--- config.mk ---
export PLATFORM = sky130hd
export DESIGN_NAME = rx_input_port
export DESIGN_NICKNAME = d
export VERILOG_FILES = /design/src/rtl/rx_input_port_pkg.sv /design/src/rtl/rx_input_port_fifo.sv /design/src/rtl/rx_input_port.sv
export SDC_FILE = /design/constraint.sdc
export NUM_CORES = 1
export LEC_CHECK = 0
export CORE_ASPECT_RATIO = 0.6
export CORE_MARGIN = 4
export CORE_UTILIZATION = 60
export CTS_BUF_LIST = sky130_fd_sc_hd__clkbuf_16
export DETAILED_ROUTE_END_ITERATION = 10
export GPL_ROUTABILITY_DRIVEN = 0
export PLACE_DENSITY = 0.87
export SYNTH_ARGS = -nofsm -noshare
export SYNTH_HDL_FRONTEND = slang
export SYNTH_HIERARCHICAL = 1
export SYNTH_SLANG_ARGS = --single-unit
--- constraint.sdc ---
create_clock -name clk -period 7.1 [get_ports clk]
set_input_delay 0.71 -clock clk [delete_from_list [all_inputs] [get_ports clk]]
set_output_delay 0.71 -clock clk [all_outputs]
set_load 0.03 [all_outputs]
--- src/rtl/rx_input_port_pkg.sv ---
// Shared flit geometry, direction codes and intake FSM encoding for the router input stage.
// The macros are the project-wide constants; the package mirrors them as typed localparams.
`ifndef RX_INPUT_PORT_CONSTANTS
`define RX_INPUT_PORT_CONSTANTS
`define PAYLOAD_SIZE 8
`define ADDR_SZ 4
`define DIR_LOCAL 3'b001
`define DIR_EAST 3'b010
`define DIR_WEST 3'b100
`endif

package rx_input_port_pkg;

    localparam int ADDR_SZ      = `ADDR_SZ;
    localparam int PAYLOAD_SIZE = `PAYLOAD_SIZE;
    localparam int FLIT_W       = PAYLOAD_SIZE + ADDR_SZ;
    localparam int DIR_W        = 3;

    localparam logic [DIR_W-1:0] DIR_LOCAL = `DIR_LOCAL;
    localparam logic [DIR_W-1:0] DIR_EAST  = `DIR_EAST;
    localparam logic [DIR_W-1:0] DIR_WEST  = `DIR_WEST;

    typedef enum logic [1:0] {
        ST_IDLE  = 2'd0,
        ST_ACK   = 2'd1,
        ST_DRAIN = 2'd2
    } intake_state_t;

    // Higher addresses lie to the east; equal address means the flit has arrived.
    function automatic logic [DIR_W-1:0] route(input logic [ADDR_SZ-1:0] dest,
                                               input logic [ADDR_SZ-1:0] here);
        logic [DIR_W-1:0] dir;
        if (dest == here) begin
            dir = DIR_LOCAL;
        end else if (dest > here) begin
            dir = DIR_EAST;
        end else begin
            dir = DIR_WEST;
        end
        return dir;
    endfunction

endpackage

--- src/rtl/rx_input_port_fifo.sv ---
// First-word-fall-through FIFO: the head entry is always visible on dout while not empty.
// Pushes when full and pops when empty are ignored, so count stays within 0..DEPTH.
module fwft_fifo #(
    parameter int WIDTH = 15,
    parameter int DEPTH = 4,
    parameter int PTR_W = 2
) (
    input  logic             clk,
    input  logic             reset,
    input  logic             push,
    input  logic [WIDTH-1:0] din,
    input  logic             pop,
    output logic [WIDTH-1:0] dout,
    output logic             full,
    output logic             empty,
    output logic [PTR_W:0]   count
);

    localparam logic [PTR_W:0] FULL_COUNT = DEPTH[PTR_W:0];

    logic [WIDTH-1:0] mem [DEPTH];
    logic [PTR_W-1:0] wr_ptr;
    logic [PTR_W-1:0] rd_ptr;
    logic             do_push;
    logic             do_pop;

    assign full    = (count == FULL_COUNT);
    assign empty   = (count == '0);
    assign do_push = push && !full;
    assign do_pop  = pop && !empty;
    assign dout    = mem[rd_ptr];

    // Pointers are exactly PTR_W bits wide, so wrap modulo DEPTH is free.
    always_ff @(posedge clk or negedge reset) begin
        if (!reset) begin
            wr_ptr <= '0;
            rd_ptr <= '0;
            count  <= '0;
            for (int i = 0; i < DEPTH; i++) begin
                mem[i] <= '0;
            end
        end else begin
            if (do_push) begin
                mem[wr_ptr] <= din;
                wr_ptr      <= wr_ptr + 1'b1;
            end
            if (do_pop) begin
                rd_ptr <= rd_ptr + 1'b1;
            end
            case ({do_push, do_pop})
                2'b10:   count <= count + 1'b1;
                2'b01:   count <= count - 1'b1;
                default: count <= count;
            endcase
        end
    end

endmodule

--- src/rtl/rx_input_port.sv ---
// Router input stage: pops flits from dclk_rx, tags each with its output direction and
// buffers {dir, flit} in a FWFT FIFO that the switch drains with valid/ready.
module rx_input_port
    import rx_input_port_pkg::*;
#(
    parameter logic [ADDR_SZ-1:0] ROUTER_ID = '0,
    parameter int                 DEPTH     = 4,
    parameter int                 PTR_W     = 2
) (
    input  logic              clk,
    input  logic              reset,
    input  logic              valid,
    input  logic [FLIT_W-1:0] parallel_out,
    output logic              item_read,
    output logic              out_valid,
    output logic [FLIT_W-1:0] out_data,
    output logic [DIR_W-1:0]  out_dir,
    input  logic              out_ready,
    output logic [PTR_W:0]    occupancy,
    output logic [1:0]        intake_state
);

    // Handshake to the switch: the head flit leaves on any rising edge where
    // out_valid && out_ready; out_ready while empty has no effect.

    intake_state_t             state;
    intake_state_t             state_next;
    logic                      push;
    logic                      full;
    logic                      empty;
    logic [ADDR_SZ-1:0]        dest;
    logic [DIR_W-1:0]          dir;
    logic [DIR_W+FLIT_W-1:0]   head;

    assign dest         = parallel_out[FLIT_W-1 -: ADDR_SZ];
    assign dir          = route(dest, ROUTER_ID);
    assign intake_state = state;

    // Full is the pre-edge count, so a same-edge pop never admits this write.
    assign push = (state == ST_IDLE) && valid && !full;

    always_comb begin
        state_next = state;
        case (state)
            ST_IDLE:  if (push) state_next = ST_ACK;
            ST_ACK:   state_next = ST_DRAIN;
            ST_DRAIN: if (!valid) state_next = ST_IDLE;
            default:  state_next = ST_IDLE;
        endcase
    end

    // item_read gets its own flop so the pop pulse to dclk_rx is glitch-free.
    always_ff @(posedge clk or negedge reset) begin
        if (!reset) begin
            state     <= ST_IDLE;
            item_read <= 1'b0;
        end else begin
            state     <= state_next;
            item_read <= (state_next == ST_ACK);
        end
    end

    fwft_fifo #(
        .WIDTH (DIR_W + FLIT_W),
        .DEPTH (DEPTH),
        .PTR_W (PTR_W)
    ) u_fifo (
        .clk   (clk),
        .reset (reset),
        .push  (push),
        .din   ({dir, parallel_out}),
        .pop   (out_ready),
        .dout  (head),
        .full  (full),
        .empty (empty),
        .count (occupancy)
    );

    assign out_valid = !empty;
    assign out_data  = head[FLIT_W-1:0];
    assign out_dir   = head[DIR_W+FLIT_W-1:FLIT_W];

endmodule

==> qor.yml <==
status: "finished clean"
min_path_type: "reg2reg"
whs_endpoint: "u_fifo/mem[24]"
swShare: 0.355
dieArea_sq_um: 6500
setup_violations: 0
fin_area_sq_um: 3820
slew_viol_final: 0
min_from: "u_fifo/mem[24]"
fin_skew_ps: 5.58
cts-resized-gates: 0
register_area_sq_um: 1750
cts_hold_buf: 0
dp_hpwl_um: 3870
placed_area_sq_um: 3570
dpl.cell_count: 298
r2r_cells: 5
pwr-share-seq: 0.369
wl_met3_um: 342
syn_to_final_growth_pct: 21.7
tightest_slew_ps: 1280
report.power.total_mw: 2.07
final_common_cell: "dfrtp_1"
tns_ps: 0
synth_compound_area_frac: 0.00438
routedWlPerCell_um: 18.8
fin_nets: 265
p_clk_frac: 0.183
multi_input_area_sq_um: 1310
die_w_um: 101
synth_area_sq_um: 3140
stdcell_count: 314
drtIter0Drc: 92
ant_nets: 0
critPathKind: "reg2out"
antenna_found_initial: 0
io_buffers: 37
met1_length_um: 2740
synth_top_family_by_area: "multiplexers"
start_util: 0.622
clock_path_buffers: 2
arrival_ps: 2590
synthMuxAreaShare: 0.329
p_switching_mw: 0.735
grt_use_total: 0.212
r2r-end: "u_fifo/mem[53]"
ioPinCount: 38
core-area_sq_um: 5050
vias: 1756
grt_pass1_wl_um: 10100
clock_latency_ps: 330
rsz0062_at_grt: "no"
cts_tree: "built"
dr_wl_met2_um: 2790
crit_path_end_kind: "primary output"
hold_viol: 0
cts-root-buf: "clkbuf_16"
die_height_um: 64.1
reg2reg_slack_ps: 4100
synth-simple-area-share: 0.0358
p_comb_frac: 0.448
grt-ovfl-total: 0
synth-xor-area-share: 0.0167
routed.top_layer: "met4"
synth_fa_ha_area_frac: 0.0263
total_leakage_power_nw: 1.64
finish.utilization: 0.756
critPathRequiredTime_ps: 6390
synth.avg_cell_area_sq_um: 16.0
fill_cells: 300
timing.slew.headroom: 0.146
grt_max_degree: 71
synth_cell_types: 25
worstHoldPathCells: 1
critPathLaunchType: "flop"
period_needed_ps: 3300
first_pass_iters: 4
drc_errors: 0
rows: 20
cts_buffers: 9
yosysWarnings: 6
p_per_area_nw_per_um2: 541
p_int_mw: 1.34
ys_seq_area_frac: 0.558
ir_drop_v: 0.000331
crit-reg2reg-launch: "u_fifo/count[2]"
drive_gt1_frac: 0.379
cts_max_level: 3
path_clk_slew_ps: 60
max_freq_ghz: 0.303
ys_ff_latch: 70
diodes: 0
cp_max_fo: 17
fin_crit_sh: 0.465
drv_cap: 0
postCtsSetupBuffers: 0
final_cell_mix: "dfrtp_1 (70), mux2_2 (61), clkdlybuf4s50_1 (36)"
vias_per_cell: 5.59
clock-sinks: 70
routed_wl_um: 5910
grt_pass1_vias: 1954
synthCells: 196
==> worst max-delay path: stages (launching register included) <==
cell,delay [ps]
dfrtp_1,1020
mux4_2,620
clkdlybuf4s50_1,620
==> logic make-up (layout without fill, tap and decap cells) <==
family | after synthesis | count (layout)
compound gates | 2 | 2
xor+xnor | 6 | 6
fa+ha+maj | 6 | 6
buf+inv | 16 | 65
flops | 70 | 70
mux | 77 | 77
other cells | 1 | 4
simple gates | 18 | 18
==> per-layer routing <==
metal  track usage  vias to the layer above
met5             0                        -
met4        0.0697                        0
met3        0.0796                        4
met2         0.314                       39
met1         0.292                      914
li1              -                      799
==> sequential cells by signal (all words and copies together) (netlist names) <==
name / cells
u_fifo/wr_ptr: 2
u_fifo/mem: 60
u_fifo/rd_ptr: 2
intake_state: 2
item_read: 1
u_fifo/count: 3
==> power by group through the flow <==
stage | combinational, mW | clock [mW] | sequential, mW
2_1_floorplan | 0.677 | 0 | 0.712
3_3_place_gp | 0.905 | 0 | 0.757
3_5_place_dp | 0.930 | 0 | 0.768
4_1_cts | 0.938 | 0.386 | 0.766
5_1_grt | 0.991 | 0.406 | 0.796
6_report | 0.927 | 0.379 | 0.764
==> cell usage after synthesis <==
library cell	number	area share
or4_4	1	0.0036
buf_6	3	0.011
nor3_1	1	0.0016
o31a_1	1	0.0028
mux4_2	15	0.11
inv_2	1	0.0012
dfrtp_1	70	0.56
nand2b_1	1	0.0020
nor4b_1	3	0.0084
nand2_1	5	0.0060
nor3b_4	1	0.0060
fa_1	1	0.0064
mux2_2	61	0.22
buf_2	3	0.0048
xnor2_1	3	0.0084
buf_4	1	0.0024
nor2_1	5	0.0060
clkbuf_1	1	0.0012
mux2i_1	1	0.0032
xor2_1	3	0.0084
nand3b_1	1	0.0024
conb_1	1	0.0012
ha_1	5	0.020
inv_1	7	0.0084
o21ai_0	1	0.0016
==> through the flow <==
| stage | setup WS (ps) | hold slack (ps) |
|---|---|---|
| after floorplan | 4640 | 414 |
| after global placement | 3740 | 485 |
| after detailed placement | 3640 | 490 |
| after CTS | 3730 | 502 |
| after global routing | 3590 | 511 |
| final | 3800 | 499 |
==> final cells by class <==
| type | instances | area share |
|---|---|---|
| repair buffers | 41 | 0.103 |
| multi-input cells | 113 | 0.343 |
| clock buffers | 9 | 0.0589 |
| well taps | 66 | 0.0216 |
| inverters | 8 | 0.00785 |
| clock inverters | 7 | 0.00720 |
| flip-flops and latches | 70 | 0.458 |
==> how the worst max path moves through the flow <==
stage	depth (start not counted)	end	start
after floorplan	9	u_fifo/count[2]	u_fifo/count[2]
after global placement	5	u_fifo/mem[54]	valid
after detailed placement	5	u_fifo/mem[54]	valid
after CTS	2	out_data[5]	u_fifo/rd_ptr[0]
after global routing	2	out_data[11]	u_fifo/rd_ptr[0]
final	2	out_data[5]	u_fifo/rd_ptr[0]
Note: power is estimated with default switching activity, not from simulation.
